## config.mk

```make
export PLATFORM = sky130hd
export DESIGN_NAME = mod_counter_flat
export DESIGN_NICKNAME = d
export VERILOG_FILES = /design/src/rtl/counter_pkg.sv /design/src/rtl/mod_counter_if.sv /design/src/rtl/mod_prescaler.sv /design/src/rtl/mod_counter.sv /design/src/flat_wrapper.sv
export SDC_FILE = /design/constraint.sdc
export NUM_CORES = 1
export LEC_CHECK = 0
export CAP_MARGIN = 20
export CORE_AREA = 4 4 70 72
export CTS_CLUSTER_SIZE = 40
export DETAILED_ROUTE_END_ITERATION = 12
export DIE_AREA = 0 0 74 76
export PLACE_DENSITY = 0.63
export SETUP_SLACK_MARGIN = 0.4
export SKIP_LAST_GASP = 1
export SYNTH_ARGS = -nofsm -noshare
export SYNTH_HDL_FRONTEND = slang
export SYNTH_SLANG_ARGS = --single-unit
```

## constraint.sdc

```tcl
create_clock -name Clock -period 6.65 [get_ports Clock]
set_input_delay 0.9975 -clock Clock [delete_from_list [all_inputs] [get_ports Clock]]
set_output_delay 0.9975 -clock Clock [all_outputs]
set_load 0.02 [all_outputs]
```

## src/rtl/counter_pkg.sv

```systemverilog
// Shared types and helpers for the mod_counter block: one-shot state
// encoding, direction constants and a constant-foldable ceil(log2).
package counter_pkg;

  typedef enum logic [1:0] {
    ST_IDLE = 2'd0,
    ST_RUN  = 2'd1,
    ST_DONE = 2'd2
  } state_t;

  localparam logic DIR_UP   = 1'b1;
  localparam logic DIR_DOWN = 1'b0;

  // Smallest r with 2**r >= value; 0 for value <= 1.
  function automatic int clog2(input longint unsigned value);
    int r;
    r = 0;
    for (int i = 0; i < 63; i++) begin
      if ((64'd1 << i) < value) r = i + 1;
    end
    return r;
  endfunction

endpackage

```

## src/rtl/mod_counter_if.sv

```systemverilog
// Control and status bundle of mod_counter. The master drives the controls
// and observes the count; the counter itself is the slave.
interface mod_counter_if #(
  parameter int WIDTH = 8
);
  logic             enable;
  logic             up;
  logic             one_shot;
  logic             start;
  logic             clear;
  logic             load;
  logic [WIDTH-1:0] load_value;
  logic [WIDTH-1:0] q;
  logic             terminal;
  logic             wrap;
  logic             done;

  modport master (
    output enable, up, one_shot, start, clear, load, load_value,
    input  q, terminal, wrap, done
  );

  modport slave (
    input  enable, up, one_shot, start, clear, load, load_value,
    output q, terminal, wrap, done
  );
endinterface

```

## src/rtl/mod_prescaler.sv

```systemverilog
// Step prescaler for mod_counter: ticks on every PRESCALE-th enable-high
// cycle, holds while enable is low, and restarts from zero on clear.
module mod_prescaler #(
  parameter int PRESCALE = 1,
  parameter int WIDTH    = 1
) (
  input  logic Clock,
  input  logic Reset,
  input  logic enable,
  input  logic clear,
  output logic tick
);
  localparam logic [WIDTH-1:0] LAST = WIDTH'(PRESCALE - 1);

  logic [WIDTH-1:0] cnt;

  assign tick = enable && (cnt == LAST);

  // Count enable-high cycles modulo PRESCALE.
  always_ff @(posedge Clock or posedge Reset) begin
    if (Reset)       cnt <= '0;
    else if (clear)  cnt <= '0;
    else if (enable) cnt <= tick ? '0 : cnt + WIDTH'(1);
  end
endmodule

```

## src/rtl/mod_counter.sv

```systemverilog
// Up/down counter with programmable modulus, parallel load and a one-shot
// mode, used for WS281X splitter bit-slot, pixel-count and frame-gap timing.
// Optional build macro COUNTER_PRESCALE_EN adds a step prescaler (PRESCALE);
// without it every enable-high cycle is a count step.
import counter_pkg::*;

module mod_counter #(
  parameter int              WIDTH    = 8,
  parameter longint unsigned MODULUS  = 256,
  parameter int              PRESCALE = 1
) (
  input  logic           Clock,
  input  logic           Reset,
  mod_counter_if.slave   bus
);

  if (WIDTH < 2 || WIDTH > 32) begin : g_bad_width
    $fatal(1, "mod_counter: WIDTH must be 2..32");
  end
  if (MODULUS < 2 || MODULUS > (64'd1 << WIDTH)) begin : g_bad_modulus
    $fatal(1, "mod_counter: MODULUS must be 2..2**WIDTH");
  end
  if (PRESCALE < 1 || PRESCALE > 65535) begin : g_bad_prescale
    $fatal(1, "mod_counter: PRESCALE must be 1..65535");
  end

  // Modulus arithmetic is done one bit wider so MODULUS = 2**WIDTH fits.
  localparam logic [WIDTH:0]   MOD_EXT = (WIDTH+1)'(MODULUS);
  localparam logic [WIDTH-1:0] Q_MAX   = WIDTH'(MODULUS - 1);

  state_t           state, state_nxt;
  logic [WIDTH-1:0] q, q_nxt;
  logic             done, done_nxt;
  logic             wrap, wrap_nxt;
  logic             pre_clr;
  logic             tick;
  logic             step;
  logic [WIDTH:0]   up_sum;
  logic [WIDTH-1:0] step_q;
  logic             step_wrap;
  logic [WIDTH-1:0] load_q;
  logic [WIDTH-1:0] term_q;

`ifdef COUNTER_PRESCALE_EN
  localparam int PW = clog2(longint'(PRESCALE)) + 1;

  mod_prescaler #(
    .PRESCALE (PRESCALE),
    .WIDTH    (PW)
  ) u_prescaler (
    .Clock  (Clock),
    .Reset  (Reset),
    .enable (bus.enable),
    .clear  (pre_clr),
    .tick   (tick)
  );
`else
  logic unused_pre_clr;
  assign unused_pre_clr = pre_clr;
  assign tick           = 1'b1;
`endif

  assign step   = bus.enable & tick;
  assign up_sum = {1'b0, q} + (WIDTH+1)'(1);
  assign load_q = ({1'b0, bus.load_value} >= MOD_EXT) ? Q_MAX : bus.load_value;
  assign term_q = (bus.up == DIR_UP) ? Q_MAX : '0;

  assign bus.q        = q;
  assign bus.terminal = (q == term_q);
  assign bus.wrap     = wrap;
  assign bus.done     = done;

  // Candidate next count for one step in the current direction, with wrap flag.
  always_comb begin
    // NOTE: every always_comb output gets a default first so no path can infer a latch.
    step_q    = q;
    step_wrap = 1'b0;
    if (bus.up == DIR_UP) begin
      if (up_sum == MOD_EXT) begin
        step_q    = '0;
        step_wrap = 1'b1;
      end else begin
        step_q = up_sum[WIDTH-1:0];
      end
    end else begin
      if (q == '0) begin
        step_q    = Q_MAX;
        step_wrap = 1'b1;
      end else begin
        step_q = q - WIDTH'(1);
      end
    end
  end

  // Next-state and next-output decode: Clear > Load > Start > step.
  always_comb begin
    state_nxt = state;
    q_nxt     = q;
    done_nxt  = done;
    wrap_nxt  = 1'b0;
    pre_clr   = 1'b0;
    if (bus.clear) begin
      state_nxt = ST_IDLE;
      q_nxt     = '0;
      done_nxt  = 1'b0;
      pre_clr   = 1'b1;
    end else if (bus.load) begin
      q_nxt    = load_q;
      done_nxt = 1'b0;
      pre_clr  = 1'b1;
      if (!bus.one_shot) state_nxt = ST_IDLE;
    end else if (!bus.one_shot) begin
      // Free-run: the one-shot FSM is parked and Done is dropped.
      state_nxt = ST_IDLE;
      done_nxt  = 1'b0;
      if (step) begin
        q_nxt    = step_q;
        wrap_nxt = step_wrap;
      end
    end else begin
      case (state)
        ST_IDLE: begin
          if (bus.start) begin
            state_nxt = ST_RUN;
            done_nxt  = 1'b0;
            pre_clr   = 1'b1;
          end
        end
        ST_RUN: begin
          // A run armed at the terminal value wraps first, then counts to terminal.
          if (step) begin
            q_nxt    = step_q;
            wrap_nxt = step_wrap | (step_q == term_q);
            if (step_q == term_q) begin
              state_nxt = ST_DONE;
              done_nxt  = 1'b1;
            end
          end
        end
        ST_DONE: begin
          if (bus.start) begin
            state_nxt = ST_RUN;
            q_nxt     = (bus.up == DIR_DOWN) ? Q_MAX : '0;
            done_nxt  = 1'b0;
            pre_clr   = 1'b1;
          end
        end
        default: state_nxt = ST_IDLE;
      endcase
    end
  end

  // State and output registers; reset clears everything without a Wrap pulse.
  always_ff @(posedge Clock or posedge Reset) begin
    // NOTE: sequential state uses non-blocking assignments so all registers update together.
    if (Reset) begin
      state <= ST_IDLE;
      q     <= '0;
      done  <= 1'b0;
      wrap  <= 1'b0;
    end else begin
      state <= state_nxt;
      q     <= q_nxt;
      done  <= done_nxt;
      wrap  <= wrap_nxt;
    end
  end

endmodule

```

## src/flat_wrapper.sv

```systemverilog
// flat-port wrapper written by rule: the top's interface ports become plain ports
module mod_counter_flat 
#(
  parameter int              WIDTH    = 8,
  parameter longint unsigned MODULUS  = 256,
  parameter int              PRESCALE = 1
)
  (Clock, Reset, bus_enable, bus_up, bus_one_shot, bus_start, bus_clear, bus_load, bus_load_value, bus_q, bus_terminal, bus_wrap, bus_done);
  mod_counter_if #(.WIDTH(WIDTH)) bus_i ();
  input  logic Clock;
  input  logic Reset;
  input wire logic [$bits(bus_i.enable)-1:0] bus_enable;
  input wire logic [$bits(bus_i.up)-1:0] bus_up;
  input wire logic [$bits(bus_i.one_shot)-1:0] bus_one_shot;
  input wire logic [$bits(bus_i.start)-1:0] bus_start;
  input wire logic [$bits(bus_i.clear)-1:0] bus_clear;
  input wire logic [$bits(bus_i.load)-1:0] bus_load;
  input wire logic [$bits(bus_i.load_value)-1:0] bus_load_value;
  output wire logic [$bits(bus_i.q)-1:0] bus_q;
  output wire logic [$bits(bus_i.terminal)-1:0] bus_terminal;
  output wire logic [$bits(bus_i.wrap)-1:0] bus_wrap;
  output wire logic [$bits(bus_i.done)-1:0] bus_done;
  assign bus_i.enable = bus_enable;
  assign bus_i.up = bus_up;
  assign bus_i.one_shot = bus_one_shot;
  assign bus_i.start = bus_start;
  assign bus_i.clear = bus_clear;
  assign bus_i.load = bus_load;
  assign bus_i.load_value = bus_load_value;
  assign bus_q = bus_i.q;
  assign bus_terminal = bus_i.terminal;
  assign bus_wrap = bus_i.wrap;
  assign bus_done = bus_i.done;
  mod_counter #(.WIDTH(WIDTH), .MODULUS(MODULUS), .PRESCALE(PRESCALE)) u_core (.Clock(Clock), .Reset(Reset), .bus(bus_i));
endmodule
```

# Word level (Yosys, flattened, before mapping)
# Index checks and enable logic that the tools add are counted.
dict set report classes {
  add_sub_neg 2
  n_eq_ne 15
  mux 35
  bitwise_logic 1
  reduce_logical 6
}
# operator n
set ops {}
lappend ops {{2-to-1 mux 8 bit} 10}
lappend ops {{== test 8 bit} 2}
lappend ops {{case mux 8 bit (2 select lines)} 1}
lappend ops {{2-to-1 mux 1 bit} 15}
lappend ops {{2-to-1 mux 2 bit} 7}
lappend ops {{inequality test 5 x 2 -> 1 bit, second input constant} 2}
lappend ops {{inequality test 5 bit, second input constant} 2}
lappend ops {{adder 8 x 1 -> 9 bit, second input constant} 1}
lappend ops {{== test 9 bit, second input constant} 1}
lappend ops {{zero test 8 bit} 1}
lappend ops {{AND reduction 4 bit} 2}
lappend ops {{subtractor 8 x 1 -> 8 bit, second input constant} 1}
lappend ops {{inequality test 5 x 1 -> 1 bit, second input constant} 1}
lappend ops {{inequality test 5 x 4 -> 1 bit, second input constant} 1}
lappend ops {{inequality test 4 x 2 -> 1 bit, second input constant} 1}
lappend ops {{inequality test 4 x 3 -> 1 bit, second input constant} 1}
lappend ops {{inequality test 4 bit, second input constant} 1}
lappend ops {{case mux 2 bit (2 select lines)} 1}
lappend ops {{inequality test 3 bit, second input constant} 1}
lappend ops {{== test 2 x 1 -> 1 bit, second input constant} 1}
lappend ops {{== test 2 bit, second input constant} 1}
lappend ops {{zero test 2 bit} 1}
lappend ops {{case mux 1 bit (2 select lines)} 1}
lappend ops {{AND reduction 2 bit} 1}
lappend ops {{2 further kinds} 2}
dict set report word_totals {
  ff_bits 12
  in_bits 16
  out_inout_bits 11
  elab_cells 63
}

# Depth between registers and ports, before layout
# Gate-level depths: netlist (run 1).
dict set report depth {
  ltp_word 11
  ltp_mapped 9
  depth_no_buf 7
}

# Worst setup path after synthesis (run 1)
# No wires, ideal clock.
dict set report synth_timing {
  path_kind {input-to-output}
  start {in bus_up}
  end {out bus_terminal}
  t_arrival_ps 2078
  t_required_ps 5653
  setup_slack_ps 3574
  cell_stages 4
  path_buffers 3
  path_cell_list {buf_2 buf_2 buf_1 o31ai_1}
}
dict set report synth_via {
  elab_chain_cells 2
}
# item line_no
set synth_lines {}
lappend synth_lines {{from (decl)} flat_wrapper.sv:13} ;# input wire logic [$bits(bus_i.up)-1:0] bus_up;
lappend synth_lines {{2-to-1 mux 8 bit} mod_counter.sv:66} ;# assign term_q = (bus.up == DIR_UP) ? Q_MAX : '0;
lappend synth_lines {{== test 8 bit} mod_counter.sv:69} ;# assign bus.terminal = (q == term_q);
lappend synth_lines {{to (decl)} flat_wrapper.sv:20} ;# output wire logic [$bits(bus_i.terminal)-1:0] bus_terminal;
# Every way passes these cells.

# Worst setup path after layout (run 1)
# Ends and elaborated chain as after synthesis.

==> results of run 1 <==
## state kept, by name, summed over array words and instances (netlist names)
| signal | flops |
|---|---|
| u_core.state | 2 |
| u_core.bus.q | 8 |
| u_core.bus.done | 1 |
| u_core.bus.wrap | 1 |
## worst paths after layout
check | start | endpoint | slack [ns] | depth (start not counted)
max | bus_up | bus_terminal | 2.76 | 4
min | u_core.bus.done$_DFFE_PP0P_ | u_core.bus.done$_DFFE_PP0P_ | 0.52 | 2
max reg2reg | u_core.bus.q[0]$_DFFE_PP0P_ | u_core.state[0]$_DFFE_PP0P_ | 4.03 | 7
min reg2reg | u_core.bus.done$_DFFE_PP0P_ | u_core.bus.done$_DFFE_PP0P_ | 0.52 | 2
max in group asynchronous | Reset | u_core.bus.q[0]$_DFFE_PP0P_ | 5.27 | 2
min in group asynchronous | Reset | u_core.state[0]$_DFFE_PP0P_ | 1.06 | 2
## cell usage after synthesis, types with 6 or more instances
| master | n |
|---|---|
| sky130_fd_sc_hd__dfrtp_1 | 12 |
| sky130_fd_sc_hd__buf_2 | 10 |
| sky130_fd_sc_hd__clkbuf_1 | 7 |
| sky130_fd_sc_hd__a21oi_1 | 14 |
| sky130_fd_sc_hd__inv_1 | 14 |
| sky130_fd_sc_hd__nand3_1 | 8 |
| sky130_fd_sc_hd__nor2_1 | 17 |
| sky130_fd_sc_hd__nand2_1 | 7 |
| sky130_fd_sc_hd__o21ai_0 | 11 |
| sky130_fd_sc_hd__nand2b_1 | 6 |
| sky130_fd_sc_hd__nor3_1 | 6 |
## layout make-up
type                            count  area [um^2]
Fill cell                         455         2524
Multi-Input combinational cell    155         1026
Sequential cell                    12        300.3
Timing Repair Buffer               27        267.8
Tap cell                           52        65.06
Inverter                           15        56.30
Clock buffer                        4        55.05
## layer usage
metal	part of all wire (%)	vias up	track usage (%)
met5	0	-	0
met4	2.4	0	4.891
met3	6.3	10	3.298
met2	47	62	23.14
met1	44	751	24.11
li1	-	789	-
## worst max-delay path, stage by stage
cell,delay [ns]
sky130_fd_sc_hd__clkdlybuf4s50_1,1.00
sky130_fd_sc_hd__nand3_1,0.14
sky130_fd_sc_hd__o31ai_1,0.10
sky130_fd_sc_hd__clkdlybuf4s50_1,0.65
## cells by family after synthesis
family                     share of synthesized area, %
AOI/OAI and AO/OA                                 35.99
xor gates and xnor gates                          1.186
adders and majority gates                         3.387
buffers and inverters                             10.25
DFF                                               20.32
muxes                                            0.6774
and+or+nand+nor                                   28.20
## through the flow
step | setup slack [ns] | util, % | cells
after global routing | 2.566 | 41.23 | 265
after floorplan | 3.574 | - | 202
after detailed placement | 2.745 | 39.95 | 261
final | 2.761 | 41.23 | 265
after global placement | 2.734 | 39.95 | 261
after CTS | 2.740 | 41.23 | 265
## power by group
part	switching, uW	leakage [uW]	internal (uW)	total, uW
clock network	29.0	0.0000288	52.4	81.4
logic	60.3	0.000485	50.9	111
registers	25.7	0.000158	78.2	104
total	115	0.000671	182	297
==> flow_summary.json, run 1 <==
{
  "outcome": "completed",
  "drc": 0,
  "layout_min_cycle_time_ns": 3.889,
  "rsz0062_at_grt": "no",
  "async_reset_ff_share_pct": 100.0,
  "io_pins": 27,
  "core_area_mm2": 0.004294,
  "max-clock-path-buffers": 2,
  "seq_area_frac_synth_pct": 20.32,
  "dr.pass1.iters": 4,
  "synthDominantCellAreaShare_pct": 20.32,
  "post_synth.cell_area_avg_um2": 7.315,
  "htreeDepth": 1,
  "final.setup_skew_ns": 0.007261,
  "postCtsSetupBuffers": 0,
  "timing.final.setup_violations": 0,
  "fmax_ghz": 0.2571,
  "most-common-layout-cells": "26 x sky130_fd_sc_hd__clkdlybuf4s50_1, 17 x sky130_fd_sc_hd__nor2_1, 14 x sky130_fd_sc_hd__inv_1, 14 x sky130_fd_sc_hd__a21oi_1, 12 x sky130_fd_sc_hd__dfrtp_1",
  "die_area_mm2": 0.005624,
  "grt_antenna_before_repair": 0,
  "cts-resized-gates": 0,
  "synth.top_cells.by_area": "sky130_fd_sc_hd__dfrtp_1 20%, sky130_fd_sc_hd__a21oi_1 4.7%, sky130_fd_sc_hd__nor2_1 4.3%, sky130_fd_sc_hd__o21ai_0 3.7%, sky130_fd_sc_hd__inv_1 3.6%",
  "timing.critical_path.fanout_max": 26,
  "tritoncts_buffers": 3,
  "placedInstanceArea_mm2": 0.001715,
  "worstPathArrival_ns": 2.89,
  "drt.antenna.violating_nets": 0,
  "post_route_cells_drive_above_1_share_pct": 4.225,
  "finalPower_uw": 296.6,
  "worst_setup_hold_path_clk_slew_ns": 0.06,
  "hold_ws_ns": 0.5239,
  "worstSetupStartpointType": "input port",
  "most_common_cell_after_layout_fill_and_taps_aside": "sky130_fd_sc_hd__clkdlybuf4s50_1",
  "globalplace.congestion": 0.8747,
  "detailedRoute.firstIterationViolations": 226,
  "synthCells": 202,
  "grtUsageTotal_pct": 16.19,
  "clock_sink_count": 12,
  "worst_skew_pair.late_latency_ns": 0.25,
  "power.density_mw_per_mm2": 167.5,
  "die_width_um": 74,
  "synthesis.area_mm2": 0.001478,
  "clk_root_buffer_cell": "sky130_fd_sc_hd__clkbuf_8",
  "final_cell_area_mm2": 0.001770,
  "tightestPinTransition_ns": 0.8118,
  "num-nets-final": 234,
  "totalWireLength_um": 4380,
  "fp.dieH_um": 76,
  "timing.final.hold_violations": 0,
  "crit_path_end_kind": "output pin",
  "setup-tns-final_ns": 0,
  "route.detailed.wl_per_inst_um": 16.53,
  "syn-num-nets": 222,
  "starting_density_of_the_core_pct": 34.41,
  "cts.hold.buffers_added": 0,
  "yosys_register_bits": 12,
  "power.static_leakage_uw": 0.0006711,
  "post_drt_via_cell_ratio": 6.083,
  "maxCapViolCount": 0,
  "antenna-diode-count": 0,
  "dpl.hpwl_um": 3225,
  "cts_tree": "built",
  "flow.area_growth_from_synthesis_pct": 19.81,
  "synth_enable_flop_cells": 0,
  "first_global_vias": 1470,
  "numPortBuffers": 26,
  "hold_path.class": "register to register",
  "grt_first_pass_wirelength_um": 7396,
  "pin_count_of_the_biggest_net_entering_global_routing": 27,
  "post_synth_num_cell_types": 62,
  "placementRows": 24,
  "yosysWarningCount": 0,
  "grt_overflow_total": 0,
  "maxSlewViolCount": 0,
  "num_vias": 1612,
  "synth_area_leader_cell": "sky130_fd_sc_hd__dfrtp_1",
  "final_min_period_over_clock_period_pct": 58.49,
  "critical_path_class": "input port to output pin",
  "ir_worst_vdd_v": 0.00007845,
  "synth-main-ff-cell": "sky130_fd_sc_hd__dfrtp_1",
  "timing.critical_path.required_ns": 5.65,
  "worst_slew_margin_rel_pct": 45.43
}
Power figures use the tool's default switching activity.
==> inputs of run 2 (changes only) <==
Clock period 6.65 ns to 3.6 ns, I/O delays scaled along.
==> run 2 against run 1 <==
  * Routed wire length fell by 1.2%
  * Die area is the same
  * Worst hold slack improved by 0.019 ns
  * Clock-buffer cell count fell by 1
  * Global-route usage fell by 0.28 points
  * First-iteration DRC count up 7.1%
  * Via count grew 1.1%
  * Power grew 76%
  * Sequential cell count unchanged
  * Sequential share of layout area fell by 0.084 points
  * Register-to-register slack got worse by 3.0 ns
  * Largest power group unchanged
==> flow_summary.json, run 2 (synthesized netlist as in run 1, its figures left out) <==
{
  "path_cells": "nor3_1 > nand2_1 > o31ai_1 > clkdlybuf4s50_1",
  "clk_root_buffer_cell": "sky130_fd_sc_hd__clkbuf_8",
  "most-common-layout-cells": "26 x sky130_fd_sc_hd__clkdlybuf4s50_1, 17 x sky130_fd_sc_hd__nor2_1, 14 x sky130_fd_sc_hd__inv_1, 14 x sky130_fd_sc_hd__a21oi_1, 12 x sky130_fd_sc_hd__dfrtp_1",
  "die_width_um": 74,
  "power.density_mw_per_mm2": 293.4,
  "hold_path.class": "register to register",
  "io_pins": 27,
  "worstHoldEndpoint": "u_core.bus.done$_DFFE_PP0P_",
  "num-nets-final": 237,
  "antenna-diode-count": 0,
  "pin_count_of_the_biggest_net_entering_global_routing": 21,
  "worst_slew_margin_rel_pct": 56.02,
  "totalWireLength_um": 4327,
  "critical_path_class": "register to output pin",
  "final.setup_skew_ns": 0.0005730,
  "slowest_delay_ns": 0.64,
  "cpMaxStageDelayCell": "sky130_fd_sc_hd__clkdlybuf4s50_1",
  "maxCapViolCount": 0,
  "fp.dieH_um": 76,
  "worst_setup_hold_path_clk_slew_ns": 0.05,
  "hold_path_depth": 2,
  "final_min_period_over_clock_period_pct": 77.87,
  "cts.hold.buffers_added": 0,
  "maxSlewViolCount": 0,
  "reg.largest.list": "u_core.bus.q (8), u_core.state (2)",
  "tritoncts_buffers": 3,
  "registers.top_by_ff_count": "u_core.bus.q",
  "timing.critical_path.required_ns": 3.06,
  "multiInputGateArea_mm2": 0.001026,
  "num_vias": 1630,
  "worstSetupStartpointType": "register",
  "core_area_mm2": 0.004294,
  "max-clock-path-buffers": 2,
  "fillerInstances": 453,
  "numPortBuffers": 26,
  "worst_skew_pair.late_latency_ns": 0.24,
  "cts-resized-gates": 0,
  "route.detailed.wl_per_inst_um": 16.21,
  "seq_area_um2": 300.3,
  "flow.area_growth_from_synthesis_pct": 20.41,
  "worstPathArrival_ns": 2.26,
  "post_drt_via_cell_ratio": 6.105,
  "timing.final.hold_violations": 0,
  "die_area_mm2": 0.005624,
  "grt_overflow_total": 0,
  "reg2reg_setup_slack_ns": 1.00,
  "r2r.worst_path.cells": 7,
  "rsz0062_at_grt": "no",
  "clock_sink_count": 12,
  "power.static_leakage_uw": 0.0006789,
  "detailedRoute.firstIterationViolations": 242,
  "tightestPinTransition_ns": 0.6576,
  "dr.pass1.iters": 6,
  "cts_tree": "built",
  "drt.antenna.violating_nets": 0,
  "grt_first_pass_wirelength_um": 7438,
  "dpl.hpwl_um": 3143,
  "timing.hold.worst.start": "u_core.bus.done$_DFFE_PP0P_",
  "fmax_ghz": 0.3567,
  "layout_min_cycle_time_ns": 2.803,
  "first_global_vias": 1556,
  "ir_worst_vdd_v": 0.0001830,
  "outcome": "completed",
  "finalPower_uw": 522.1,
  "placementRows": 24,
  "post_route_cells_drive_above_1_share_pct": 5.116,
  "most_common_cell_after_layout_fill_and_taps_aside": "sky130_fd_sc_hd__clkdlybuf4s50_1",
  "timing.final.setup_violations": 0,
  "crit_path_end_kind": "output pin",
  "timing.critical_path.fanout_max": 17,
  "starting_density_of_the_core_pct": 34.41,
  "htreeDepth": 1,
  "grt_antenna_before_repair": 0,
  "drc": 0,
  "globalplace.congestion": 0.9209,
  "worstReg2RegEnd": "u_core.state[0]$_DFFE_PP0P_",
  "grtUsageTotal_pct": 15.92,
  "postCtsSetupBuffers": 0,
  "number_of_flip_flops_in_the_largest_register": 8,
  "timing.rr.start": "u_core.bus.q[0]$_DFFE_PP0P_",
  "setup-tns-final_ns": 0
}
[run 2: cell types whose count changed in the layout (fill, tap and decap cells not counted)]
| cell | before | now |
|---|---|---|
| sky130_fd_sc_hd__buf_4 | 1 | 4 |
| sky130_fd_sc_hd__clkbuf_8 | 4 | 3 |
[run 2: area by class of cell]
class                      count  share of cell area [%]
clock buffer                   3                   2.321
sequential                    12                   16.88
tap                           52                   3.657
inverter                      15                   3.165
timing repair buffer          30                   16.31
multi-input combinational    155                   57.66
[run 2: per-stage QoR]
step           utilization, %  cell area [um^2]  std cells  worst slack, ns  hold slack, ns
5_1_grt                 41.43              1779        267           0.6422          0.5921
6_report                41.43              1779        267           0.7966          0.5428
3_3_place_gp            40.47              1738        264            1.037          0.5215
3_5_place_dp            40.47              1738        264            1.016          0.5247
2_1_floorplan               -              1478        202            1.183          0.4047
4_1_cts                 41.43              1779        267           0.8155          0.5456
[run 2: where the power goes]
| part | internal [uW] | switching, uW | leakage [uW] | total [uW] |
|---|---|---|---|---|
| Sequential | 145 | 31.1 | 0.000158 | 176 |
| Combinational | 98.4 | 127 | 0.000500 | 225 |
| Clock | 73.6 | 47.1 | 0.0000216 | 121 |
| Total | 317 | 205 | 0.000679 | 522 |
[run 2: worst max path at each step]
| stage | end | slack, ns | start | cells after the start |
|---|---|---|---|---|
| 6_report | bus_terminal | 0.80 | u_core.bus.q[4]$_DFFE_PP0P_ | 4 |
| 5_1_grt | bus_terminal | 0.64 | u_core.bus.q[0]$_DFFE_PP0P_ | 4 |
| 4_1_cts | bus_terminal | 0.82 | u_core.bus.q[4]$_DFFE_PP0P_ | 4 |
| 3_5_place_dp | u_core.state[0]$_DFFE_PP0P_ | 1.02 | bus_up | 7 |
| 3_3_place_gp | u_core.state[0]$_DFFE_PP0P_ | 1.04 | u_core.bus.q[0]$_DFFE_PP0P_ | 7 |
| 2_1_floorplan | u_core.state[0]$_DFFE_PP0P_ | 1.18 | u_core.bus.q[0]$_DFFE_PP0P_ | 9 |
[run 2: critical path, delay by kind of cell, from the launching register on]
kind            cells  cell delay [ns]
flops               1             0.57
compound gates      1             0.22
simple gates        2             0.59
buf+inv             1             0.64
[run 2: metal layers]
metal	track usage [%]	up-vias	part of all wire, %
met4	3.623	0	1.7
met3	2.770	10	6.7
met5	0	-	0
li1	-	799	-
met2	24.20	73	47
met1	23.16	748	44
==> inputs of run 3 (changes only) <==
Settings changed: PLACE_DENSITY 0.63 to 0.66.
Clock period 3.6 ns to 2.38 ns, I/O delays scaled along.
==> run 3 against run 2 <==
  * Highest routed layer unchanged
  * Utilization rose by 11 points
  * Die area did not move
  * Cell area rose by 26%
  * Critical endpoint is now u_core.state[0]$_DFFE_PP0P_
  * Worst hold slack got worse by 0.11 ns
  * Clock-buffer cell count rose by 1
  * Combinational power rose by 140%
  * Largest power group unchanged
  * Largest cell class unchanged
==> flow_summary.json, run 3 (synthesized netlist as in run 1, its figures left out) <==
{
  "number_of_flip_flops_in_the_largest_register": 8,
  "antenna-diode-count": 0,
  "placementRows": 24,
  "power.switching_uw": 385.4,
  "setup-tns-final_ns": 0,
  "ir_worst_vdd_v": 0.0002309,
  "maxSlewViolCount": 0,
  "grtUsageTotal_pct": 18.22,
  "layout_min_cycle_time_ns": 2.049,
  "flow.area_growth_from_synthesis_pct": 51.23,
  "fp.dieH_um": 76,
  "grt_antenna_before_repair": 0,
  "tightestPinTransition_ns": 0.5062,
  "final_cell_area_mm2": 0.002235,
  "slowest_delay_ns": 0.51,
  "timing.rr.start": "u_core.bus.q[0]$_DFFE_PP0P_",
  "first_global_vias": 1689,
  "starting_density_of_the_core_pct": 34.41,
  "p_int_uw": 597.8,
  "fmax_ghz": 0.4880,
  "comb_power_share_pct": 54.8,
  "cpMaxStageDelayCell": "sky130_fd_sc_hd__or4b_1",
  "reg.largest.list": "u_core.bus.q (8), u_core.state (2)",
  "crit_path_end_kind": "register",
  "post_route_cells_drive_above_1_share_pct": 27.71,
  "worstSetupStartpointType": "register",
  "die_width_um": 74,
  "detailedRoute.firstIterationViolations": 223,
  "clk_root_buffer_cell": "sky130_fd_sc_hd__clkbuf_8",
  "reg2reg_setup_slack_ns": 0.33,
  "most-common-layout-cells": "32 x sky130_fd_sc_hd__buf_4, 24 x sky130_fd_sc_hd__clkdlybuf4s50_1, 16 x sky130_fd_sc_hd__nor2_1",
  "route.detailed.wl_per_inst_um": 17.04,
  "critical_path_class": "register to register",
  "p_sw_share_pct": 39.20,
  "timing.final.setup_violations": 0,
  "max-clock-path-buffers": 2,
  "tritoncts_buffers": 3,
  "cts_tree": "built",
  "dr.pass1.iters": 5,
  "grt_overflow_total": 0,
  "numPortBuffers": 26,
  "final.setup_skew_ns": 0.005120,
  "hold_path.class": "input port to asynchronous set/reset pin",
  "num-nets-final": 270,
  "htreeDepth": 1,
  "worstPathArrival_ns": 2.18,
  "pin_count_of_the_biggest_net_entering_global_routing": 25,
  "pwr-share-seq_pct": 25.0,
  "timing.final.hold_violations": 0,
  "dpl.hpwl_um": 3678,
  "rsz0062_at_grt": "yes",
  "worst_skew_pair.late_latency_ns": 0.25,
  "timing.critical_path.required_ns": 2.51,
  "timing.critical_path.fanout_max": 7,
  "power.density_mw_per_mm2": 440.0,
  "hold_ws_ns": 0.4370,
  "maxCapViolCount": 0,
  "core_area_mm2": 0.004294,
  "outcome": "completed",
  "most_common_cell_after_layout_fill_and_taps_aside": "sky130_fd_sc_hd__buf_4",
  "crit_start": "u_core.bus.q[0]$_DFFE_PP0P_",
  "clock_sink_count": 12,
  "worst_slew_margin_rel_pct": 66.22,
  "path_cells": "buf_12 > or4b_1 > o32ai_2 > o21ai_2 > a211o_1 > o31a_1",
  "die_area_mm2": 0.005624,
  "post_drt_via_cell_ratio": 6.043,
  "grt_first_pass_wirelength_um": 8355,
  "final_core_util_pct": 52.04,
  "worst_setup_hold_path_clk_slew_ns": 0.06,
  "drt.antenna.violating_nets": 0,
  "power.static_leakage_uw": 0.0008939,
  "registers.top_by_ff_count": "u_core.bus.q",
  "globalplace.congestion": 0.9128,
  "num_vias": 1819,
  "io_pins": 27,
  "drc": 0,
  "placed_instance_count": 284,
  "placedInstanceArea_mm2": 0.001961,
  "final_min_period_over_clock_period_pct": 86.10,
  "finalNonFillerCells": 301,
  "totalWireLength_um": 5130,
  "clockPowerShare_pct": 20.2
}
[run 3: area by class of cell]
| cell class | instances | area [um^2] |
|---|---|---|
| Multi-Input combinational cell | 155 | 1177 |
| Sequential cell | 12 | 302.8 |
| Timing Repair Buffer | 63 | 580.6 |
| Inverter | 15 | 63.81 |
| Fill cell | 394 | 2059 |
| Tap cell | 52 | 65.06 |
| Clock buffer | 4 | 45.04 |
[run 3: critical path, delay by kind of cell (launching register included)]
kind,cells,cell delay (ns)
AO/OA/AOI/OAI,4,0.84
buffers and inverters,1,0.15
flip-flops,1,0.44
AND/OR/NAND/NOR,1,0.51
[run 3: what timing repair did]
item	CTS	global route
setup endpoints to repair	9	12
hold buffers	0	0
endpoints found under the hold margin	0	0
pin swaps	13	7
setup buffers	10	3
gates resized for setup	17	19
[run 3: metrics by stage]
stage,worst slack [ns],total power [uW]
finish,0.3309,983.2
global route,0.2697,1035
CTS,0.3391,937.6
detailed placement,0.2018,686.5
global placement,0.1871,689.2
floorplan,0.3290,519.4
[run 3: routing by layer]
layer	routed length, um	GRT usage [%]
met1	2150	23.87
met2	2557	31.56
met3	339	2.243
met4	82	3.442
met5	0	0
[run 3: path summary, 6_finish.rpt]
path,end,depth (start not counted)
setup / recovery,u_core.state[0]$_DFFE_PP0P_,6
hold / removal,u_core.bus.q[2]$_DFFE_PP0P_,2
setup reg to reg,u_core.state[0]$_DFFE_PP0P_,6
hold reg to reg,u_core.bus.done$_DFFE_PP0P_,2
max in group asynchronous,u_core.bus.q[1]$_DFFE_PP0P_,2
min in group Clock,u_core.bus.done$_DFFE_PP0P_,2
[run 3: power groups by stage]
stage / logic [uW] / clock network, uW / registers [uW]
6_report: 539 / 199 / 246
3_3_place_gp: 443 / 0 / 246
2_1_floorplan: 261 / 0 / 259
4_1_cts: 496 / 198 / 243
5_1_grt: 578 / 208 / 249
3_5_place_dp: 440 / 0 / 246
